[src/rtl/gr8ram_pkg.sv]
// rtl/gr8ram_pkg.sv - shared SPI opcodes, loader states and image layout for the gr8ram init path
package gr8ram_pkg;

    localparam logic [7:0] SPI_OP_READ  = 8'h03;
    localparam logic [7:0] SPI_OP_FREAD = 8'h0B;

    typedef enum logic [2:0] {
        IDLE,
        CMD,
        ADDR,
        DUMMY,
        DATA,
        FINISH
    } loaderState_t;

    // Flash layout shared with the SDRAM init sequencer; lengths are bytes minus one
    localparam logic [23:0] DRIVER_IMG_ADDR = 24'h000000;
    localparam logic [24:0] DRIVER_IMG_LEN  = 25'h0000FFF;
    localparam logic [23:0] DISK_IMG_ADDR   = 24'h001000;
    localparam logic [24:0] DISK_IMG_LEN    = 25'h003FFFF;

endpackage

[src/rtl/spi_nor_shift.sv]
// rtl/spi_nor_shift.sv - SPI mode-0 bit engine: FCK phase, bidirectional shift register, byte strobe
module spi_nor_shift (
    input  logic       clk,
    input  logic       rst,
    input  logic       run,
    input  logic       clkHold,
    input  logic       load,
    input  logic [7:0] loadData,
    input  logic       take,
    input  logic       miso,
    output logic       fck,
    output logic       mosi,
    output logic [7:0] rxByte,
    output logic       full
);

    logic [7:0] shiftReg;
    logic [2:0] bitCnt;

    assign rxByte = shiftReg;

    // MISO enters on the rising edge; MOSI is re-registered on the falling edge so it
    // stays stable across the whole high phase.
    always_ff @(posedge clk) begin
        if (rst) begin
            fck      <= 1'b0;
            mosi     <= 1'b0;
            shiftReg <= 8'h00;
            bitCnt   <= 3'd0;
            full     <= 1'b0;
        end else if (load) begin
            fck      <= 1'b0;
            mosi     <= loadData[7];
            shiftReg <= loadData;
            bitCnt   <= 3'd0;
            full     <= 1'b0;
        end else if (!run) begin
            fck    <= 1'b0;
            mosi   <= 1'b0;
            bitCnt <= 3'd0;
            full   <= 1'b0;
        end else begin
            if (take) begin
                full <= 1'b0;
            end
            if (fck) begin
                fck  <= 1'b0;
                mosi <= shiftReg[7];
            end else if (!full && !clkHold) begin
                // A completed byte blocks further rises until it has been taken
                fck      <= 1'b1;
                shiftReg <= {shiftReg[6:0], miso};
                if (bitCnt == 3'd7) begin
                    bitCnt <= 3'd0;
                    full   <= 1'b1;
                end else begin
                    bitCnt <= bitCnt + 3'd1;
                end
            end
        end
    end

endmodule

[src/rtl/spi_nor_loader.sv]
// rtl/spi_nor_loader.sv - SPI NOR image reader feeding the SDRAM init writer as a byte stream
// Define SPI_NOR_FAST_READ_EN to use FAST READ (0x0B) with 8 dummy clocks.
module spi_nor_loader
    import gr8ram_pkg::*;
#(
    parameter int ADDR_W = 24,
    parameter int LEN_W  = 25
) (
    input  logic              C25M,
    input  logic              RES,
    input  logic              Start,
    input  logic [ADDR_W-1:0] StartAddr,
    input  logic [LEN_W-1:0]  Len,
    output logic              Busy,
    output logic              Done,
    output logic [7:0]        DOut,
    output logic              DValid,
    input  logic              DReady,
    output logic              nFCS,
    output logic              FCK,
    output logic              MOSI,
    input  logic              MISO
);

`ifdef SPI_NOR_FAST_READ_EN
    localparam logic [7:0] OPCODE = SPI_OP_FREAD;
    localparam loaderState_t AFTER_ADDR = DUMMY;
`else
    localparam logic [7:0] OPCODE = SPI_OP_READ;
    localparam loaderState_t AFTER_ADDR = DATA;
`endif
    localparam logic [1:0] LAST_ADDR_IDX = 2'(ADDR_W / 8 - 1);

    loaderState_t      state, nextState;
    logic [ADDR_W-1:0] addrReg;
    logic [1:0]        addrIdx;
    logic [LEN_W-1:0]  byteCnt;
    logic [7:0]        holdReg;
    logic              holdValid;

    logic       run, clkHold, load, take, full, accept;
    logic [7:0] loadData, rxByte;

    spi_nor_shift u_shift (
        .clk      (C25M),
        .rst      (RES),
        .run      (run),
        .clkHold  (clkHold),
        .load     (load),
        .loadData (loadData),
        .take     (take),
        .miso     (MISO),
        .fck      (FCK),
        .mosi     (MOSI),
        .rxByte   (rxByte),
        .full     (full)
    );

    assign accept = holdValid && DReady;
    assign DValid = holdValid;
    assign DOut   = holdReg;

    always_ff @(posedge C25M) begin
        if (RES) begin
            state <= IDLE;
        end else begin
            state <= nextState;
        end
    end

    always_comb begin
        nextState = state;
        load      = 1'b0;
        loadData  = 8'h00;
        take      = 1'b0;
        Done      = 1'b0;
        run       = (state == CMD) || (state == ADDR) || (state == DUMMY) || (state == DATA);
        // Stop clocking once the holding register carries the final byte of the image
        clkHold   = (state == DATA) && holdValid && (byteCnt == '0);
        case (state)
            IDLE: begin
                if (Start) begin
                    load      = 1'b1;
                    loadData  = OPCODE;
                    nextState = CMD;
                end
            end
            CMD: begin
                if (full) begin
                    load      = 1'b1;
                    loadData  = addrReg[ADDR_W-1 -: 8];
                    nextState = ADDR;
                end
            end
            ADDR: begin
                if (full) begin
                    load = 1'b1;
                    if (addrIdx == LAST_ADDR_IDX) begin
                        nextState = AFTER_ADDR;
                    end else begin
                        loadData = addrReg[ADDR_W-1 -: 8];
                    end
                end
            end
            DUMMY: begin
                if (full) begin
                    load      = 1'b1;
                    nextState = DATA;
                end
            end
            DATA: begin
                if (full && (!holdValid || accept)) begin
                    take = 1'b1;
                end
                if (accept && (byteCnt == '0)) begin
                    nextState = FINISH;
                end
            end
            FINISH: begin
                Done      = 1'b1;
                nextState = IDLE;
            end
            default: nextState = IDLE;
        endcase
        Busy = run;
        nFCS = !run;
    end

    always_ff @(posedge C25M) begin
        if (RES) begin
            addrReg   <= '0;
            addrIdx   <= 2'd0;
            byteCnt   <= '0;
            holdReg   <= 8'h00;
            holdValid <= 1'b0;
        end else begin
            if ((state == IDLE) && Start) begin
                addrReg <= StartAddr;
                addrIdx <= 2'd0;
                byteCnt <= Len;
            end
            if (load && ((state == CMD) || (state == ADDR))) begin
                addrReg <= addrReg << 8;
            end
            if (load && (state == ADDR)) begin
                addrIdx <= addrIdx + 2'd1;
            end
            if (take) begin
                holdReg   <= rxByte;
                holdValid <= 1'b1;
            end else if (accept) begin
                holdValid <= 1'b0;
            end
            if (accept) begin
                byteCnt <= byteCnt - LEN_W'(1);
            end
        end
    end

endmodule

[config.mk]
export PLATFORM = sky130hd
export DESIGN_NAME = spi_nor_loader
export DESIGN_NICKNAME = d
export VERILOG_FILES = /design/src/rtl/gr8ram_pkg.sv /design/src/rtl/spi_nor_shift.sv /design/src/rtl/spi_nor_loader.sv
export SDC_FILE = /design/constraint.sdc
export NUM_CORES = 1
export LEC_CHECK = 0
export BUFFER_PORTS_ARGS = -buffer_cell sky130_fd_sc_hd__buf_2
export CAP_MARGIN = 20
export CELL_PAD_IN_SITES_DETAIL_PLACEMENT = 1
export CELL_PAD_IN_SITES_GLOBAL_PLACEMENT = 1
export CORE_MARGIN = 2
export CORE_UTILIZATION = 42
export CTS_CLUSTER_SIZE = 16
export DETAILED_ROUTE_END_ITERATION = 16
export HOLD_SLACK_MARGIN = 0.1
export PLACE_DENSITY_LB_ADDON = 0.1
export SLEW_MARGIN = 5
export SYNTH_ARGS = -nofsm -noshare
export SYNTH_HDL_FRONTEND = slang
export SYNTH_HIERARCHICAL = 1
export SYNTH_SLANG_ARGS = --single-unit
[constraint.sdc]
create_clock -name C25M -period 2.45 [get_ports C25M]
set_input_delay 0.1225 -clock C25M [delete_from_list [all_inputs] [get_ports C25M]]
set_output_delay 0.1225 -clock C25M [all_outputs]
set_load 0.05 [all_outputs]
==> results of run 1 <==
[cell families after synthesis]
group                    count (synthesis)
AO/OA/AOI/OAI                          121
XOR/XNOR                                 2
adder cells (fa/ha/maj)                  5
buffers and inverters                   36
flip-flops                              77
multiplexers                            16
AND/OR/NAND/NOR                        183
[cells in the mapped netlist, types with 3 or more instances]
cell type  number  share of area
a21oi_1        41          0.054
buf_2           9          0.012
o21ai_0         4         0.0053
nor2_1         27          0.027
inv_1          11          0.011
a211oi_1        9          0.018
nand2b_1        5         0.0082
dfxtp_1        77           0.41
a22oi_1        18          0.036
nor4_1          3         0.0049
and2_1          8          0.013
nand4_1         3         0.0049
mux2i_1        14          0.037
clkbuf_1       15          0.015
o31a_1          3         0.0069
and3_1          5         0.0082
nor3_1         13          0.017
ha_1            5          0.016
a2bb2oi_1       3         0.0069
or3_1           6         0.0099
nand3_1        13          0.017
nor4b_1         4         0.0092
nand2_1        65          0.064
nor2b_1         3         0.0049
a221o_1         4          0.011
a31oi_1        14          0.023
o311ai_0        6          0.014
o211ai_1        7          0.014
or2_2           3         0.0049
[layer usage]
layer | share of wire | global-route usage | up-vias
met1 | 0.46 | 0.3070 | 1814
met2 | 0.49 | 0.4179 | 73
met4 | 0.022 | 0.08325 | 0
met3 | 0.030 | 0.03373 | 23
met5 | 0 | 0 | -
li1 | - | - | 1846
[worst register-to-register path, stage by stage (launching register included)]
cell and delay, ps:
dfxtp_1 440, nor4_2 90, and4b_1 240, and4_1 210, and3_1 220, nor4b_4 500, nor4b_1 140, a221o_1 300
[state kept, by name, indices dropped and copies added (netlist names)]
signal          flops
u_shift/bitCnt      3
state               3
u_shift/rxByte      8
DOut                8
addrReg            24
byteCnt            25
u_shift/full        1
u_shift/mosi        1
addrIdx             2
u_shift/fck         1
DValid              1
[final cells by class]
type,count,area [µm²]
inverter,11,41.29
tap,108,135.1
sequential,77,1545
clock buffer,10,127.6
clock inverter,6,93.84
multi-input combinational,327,2130
fill,1059,3825
timing repair buffer,125,865.8
[power by group]
| part | internal, mW | switching (mW) | leakage, nW |
|---|---|---|---|
| Clock | 0.584 | 0.512 | 0.107 |
| Sequential | 1.32 | 0.0630 | 0.631 |
| Combinational | 0.234 | 0.275 | 1.27 |
| Total | 2.13 | 0.850 | 2.01 |
[how the worst max path moves through the flow]
stage / start / endpoint / slack (ps)
3_5_place_dp: byteCnt[5] / u_shift/rxByte[5] / 140
6_report: byteCnt[12] / u_shift/rxByte[5] / 190
2_1_floorplan: byteCnt[16] / u_shift/rxByte[0] / 280
3_3_place_gp: byteCnt[5] / u_shift/rxByte[3] / 280
4_1_cts: byteCnt[16] / u_shift/rxByte[7] / 110
5_1_grt: byteCnt[12] / u_shift/rxByte[5] / 5
[cells in the final DEF (no fill, tap or decap), types with 14 or more instances in the layout]
cell type / synthesis / layout
a22oi_1: 18 / 18
nor2_1: 27 / 27
buf_4: 1 / 20
dlygate4sd3_1: 0 / 38
nand2_1: 65 / 65
a31oi_1: 14 / 14
mux2i_1: 14 / 14
buf_2: 9 / 67
a21oi_1: 41 / 41
dfxtp_1: 77 / 74
[timing repair]
action                     4_1_cts  5_1_grt
setup endpoints to repair        0        8
gates resized for setup          0        5
setup buffers                    0        0
hold buffers                    38        0
hold endpoints to repair        38        0
==> impl_metrics.env, run 1 <==
export IMPL_drive_gt1_frac=0.2284
export IMPL_nNetsFinal=610
export IMPL_wl_per_cell_um=17.02
export IMPL_setup_violations=0
export IMPL_die_h_um=99.14
export IMPL_skew_ps=14.84
export IMPL_synthCells=440
export IMPL_synth_distinct_cells=61
export IMPL_diodes=0
export IMPL_synth_fa_ha_area_frac=0.01646
export IMPL_p_per_area_nw_per_um2=604.1
export IMPL_place_area_um2=4320
export IMPL_p_leak_nw=2.012
export IMPL_cts_buffer_depth=2
export IMPL_cp_required_ps=2680
export IMPL_cts_tree="done"
export IMPL_pin_count=68
export IMPL_whs_ps=117.4
export IMPL_whs_path_depth=3
export IMPL_reg2regPathDepth=7
export IMPL_critPathKind="reg -> reg"
export IMPL_rsz0062_at_grt="no"
export IMPL_cts_inserted_buffers=9
export IMPL_dr_pass1_iters=4
export IMPL_period_share=0.9216
export IMPL_hold_viol_final=0
export IMPL_total_power_mw=2.983
export IMPL_r2r_start="byteCnt[12]"
export IMPL_fmax_ghz=0.4429
export IMPL_syn_area_um2=3801
export IMPL_grt_overflow=0
export IMPL_ys_flop_type="dfxtp_1"
export IMPL_slew_headroom=0.4567
export IMPL_via_count=3756
export IMPL_finalWirelength_um=11300
export IMPL_endpoint_kind="register"
export IMPL_clk_pin_slew_ps=90
export IMPL_cpMaxStageDelayCell="nor4b_4"
export IMPL_area_growth_pct=29.92
export IMPL_peakVddDrop_mv=0.3258
export IMPL_grt_usage=0.2408
export IMPL_hp_class="in -> reg"
export IMPL_insertion_delay_ps=350
export IMPL_antenna_found_initial=0
export IMPL_h_tree_depth=3
export IMPL_drc_errors=0
export IMPL_rrSetupSlack_ps=190
export IMPL_synth_compound_area_frac=0.2179
export IMPL_synth_edf_count=0
export IMPL_drt_initial_drc_count=109
export IMPL_setup_tns_ps=0
export IMPL_crit_chain="nor4_2, and4b_1, and4_1, and3_1, nor4b_4, nor4b_1, a221o_1"
export IMPL_grt_pass1_wl_um=19190
export IMPL_synthArstFlopShare=0
export IMPL_initial_utilization=0.4338
export IMPL_setup_ws_ps=192.1
export IMPL_row_count=34
export IMPL_layout_cells_non_filler=664
export IMPL_die_area_um2=9828
export IMPL_stdcell_area_um2=4938
export IMPL_worstSetupStartpointType="register"
export IMPL_grt_pass1_vias=3928
export IMPL_cap_viol_max_count=0
export IMPL_cp_depth=7
export IMPL_cts_root_buf="clkbuf_8"
export IMPL_ys_seq_area_frac=0.4055
export IMPL_pre_cts_ws_ps=135.0
export IMPL_port_buffers=67
export IMPL_status="finished clean"
export IMPL_hp_start="Len[13]"
export IMPL_place_inst=610
export IMPL_viasPerCell=5.657
export IMPL_die_width_um=99.14
export IMPL_syn_nets=499
export IMPL_min_period_ps=2258
export IMPL_post_route_util=0.5635
export IMPL_path_max_fanout=9
export IMPL_hpwl_um=7619
export IMPL_synth_xor_area_frac=0.004608
export IMPL_ys_seq_elements=77
export IMPL_grt_max_degree=35
export IMPL_crit_family="simple AND/OR/NAND/NOR gates"
export IMPL_worstMarginPinSlew_ps=812.0
export IMPL_cpPeakStageDelay_ps=500
export IMPL_synthMuxAreaShare=0.04279
export IMPL_avgSynthCellArea_um2=8.639
export IMPL_yosysWarnings=6
export IMPL_place_gp_congestion=0.7847
export IMPL_synth_simple_area_share=0.2732
export IMPL_drv_slew=0
export IMPL_crit_arrival_ps=2490
export IMPL_min_to="byteCnt[13]"
export IMPL_ant_nets=0
export IMPL_core_area_um2=8763
export IMPL_synth_top_family_by_area="simple AND/OR/NAND/NOR gates"
export IMPL_clkSinkCount=77
export IMPL_path_buf_inv=0
export IMPL_r2r_end="u_shift/rxByte[5]"
No activity file was read; power rests on OpenSTA's default activity.
==> inputs of run 2 (changes only) <==
- CELL_PAD_IN_SITES_DETAIL_PLACEMENT: 1 -> 0
- CORE_MARGIN: 2 -> 1.5
==> impl_metrics.env, run 2 (synthesis results as in run 1) <==
export IMPL_rrSetupSlack_ps=210
export IMPL_pre_cts_ws_ps=184.5
export IMPL_drive_gt1_frac=0.2216
export IMPL_grt_pass1_wl_um=16630
export IMPL_drt_initial_drc_count=190
export IMPL_hp_class="in -> reg"
export IMPL_whs_ps=116.6
export IMPL_grt_max_degree=35
export IMPL_whs_path_depth=3
export IMPL_dr_pass1_iters=4
export IMPL_worstSetupStartpointType="register"
export IMPL_peakVddDrop_mv=0.3696
export IMPL_post_route_util=0.5595
export IMPL_reg2regPathDepth=7
export IMPL_layout_cells_non_filler=663
export IMPL_cts_tree="done"
export IMPL_place_area_um2=4313
export IMPL_total_power_mw=2.857
export IMPL_hold_viol_final=0
export IMPL_status="finished clean"
export IMPL_grt_overflow=0
export IMPL_regMostFlops="byteCnt"
export IMPL_ant_nets=0
export IMPL_worstMarginPinSlew_ps=580.5
export IMPL_multiInputGateArea_um2=2130
export IMPL_slew_headroom=0.6119
export IMPL_p_leak_nw=1.988
export IMPL_r2r_start="byteCnt[5]"
export IMPL_place_inst=609
export IMPL_diodes=0
export IMPL_antenna_found_initial=0
export IMPL_insertion_delay_ps=350
export IMPL_wl_per_cell_um=15.08
export IMPL_cts_inserted_buffers=9
export IMPL_die_area_um2=9630
export IMPL_rsz0062_at_grt="no"
export IMPL_finalWirelength_um=9998
export IMPL_regArea_um2=1541
export IMPL_layout_common_cells="dfxtp_1, buf_2, nand2_1"
export IMPL_die_width_um=98.14
export IMPL_hpwl_um=6863
export IMPL_h_tree_depth=3
export IMPL_cts_root_buf="clkbuf_8"
export IMPL_viasPerCell=5.520
export IMPL_top_regs="byteCnt x25, addrReg x24"
export IMPL_pin_count=68
export IMPL_stdcell_area_um2=4903
export IMPL_endpoint_kind="register"
export IMPL_largest_reg_flops=25
export IMPL_row_count=34
export IMPL_core_area_um2=8763
export IMPL_cp_required_ps=2690
export IMPL_area_growth_pct=29.00
export IMPL_drc_errors=0
export IMPL_clk_pin_slew_ps=90
export IMPL_critPathKind="reg -> reg"
export IMPL_path_max_fanout=9
export IMPL_die_h_um=98.14
export IMPL_mostFrequentLayoutCell="dfxtp_1"
export IMPL_p_per_area_nw_per_um2=582.7
export IMPL_setup_ws_ps=208.2
export IMPL_setup_tns_ps=0
export IMPL_cap_viol_max_count=0
export IMPL_period_share=0.9150
export IMPL_via_count=3660
export IMPL_min_period_ps=2242
export IMPL_crit_arrival_ps=2480
export IMPL_nNetsFinal=609
export IMPL_grt_usage=0.2124
export IMPL_initial_utilization=0.4338
export IMPL_min_to="byteCnt[13]"
export IMPL_clkSinkCount=77
export IMPL_setup_violations=0
export IMPL_grt_pass1_vias=3449
export IMPL_port_buffers=67
export IMPL_skew_ps=15.59
export IMPL_r2r_end="u_shift/rxByte[5]"
export IMPL_drv_slew=0
export IMPL_place_gp_congestion=0.7574
export IMPL_hp_start="Len[13]"
export IMPL_cts_buffer_depth=2
export IMPL_n_fill_cell=855
export IMPL_fmax_ghz=0.4461
-- run 2: cell type report --
cell class	count	share of cell area
Clock buffer	10	0.02603
Clock inverter	6	0.01429
Inverter	11	0.008421
Multi-Input combinational cell	327	0.4343
Sequential cell	77	0.3144
Tap cell	108	0.02756
Timing Repair Buffer	124	0.1750
-- run 2: where the power goes --
group	internal, mW	switching (mW)
registers	1.32	0.0575
clock network	0.479	0.505
logic	0.234	0.267
total	2.03	0.829
-- run 2: worst max path at each step --
stage,startpoint,endpoint,slack [ps],cells past startpoint
5_1_grt,byteCnt[12],u_shift/rxByte[4],50,7
3_5_place_dp,byteCnt[16],u_shift/rxByte[7],180,7
6_report,byteCnt[5],u_shift/rxByte[5],210,7
4_1_cts,byteCnt[5],u_shift/rxByte[1],180,7
2_1_floorplan,byteCnt[16],u_shift/rxByte[0],280,7
3_3_place_gp,byteCnt[5],u_shift/rxByte[2],270,7
-- run 2: per-layer routing --
metal | global-route usage | share of wire | up-vias
li1 | - | - | 1861
met4 | 0.05850 | 0.012 | 0
met3 | 0.04223 | 0.034 | 10
met5 | 0 | 0 | -
met1 | 0.2850 | 0.49 | 1715
met2 | 0.3496 | 0.47 | 74
-- run 2: timing repair --
| action | CTS | global route |
|---|---|---|
| endpoints found under the setup margin | 0 | 5 |
| setup buffers | 0 | 0 |
| hold buffers | 38 | 0 |
| endpoints found under the hold margin | 38 | 0 |
| resized for setup | 0 | 2 |
-- run 2: critical path: stages, from the launching register on --
cell and delay, ps:
dfxtp_1 500, nor3_2 100, and3_1 250, and4_1 220
and3_1 230, nor4b_4 460, nor4b_1 110, a221o_1 270
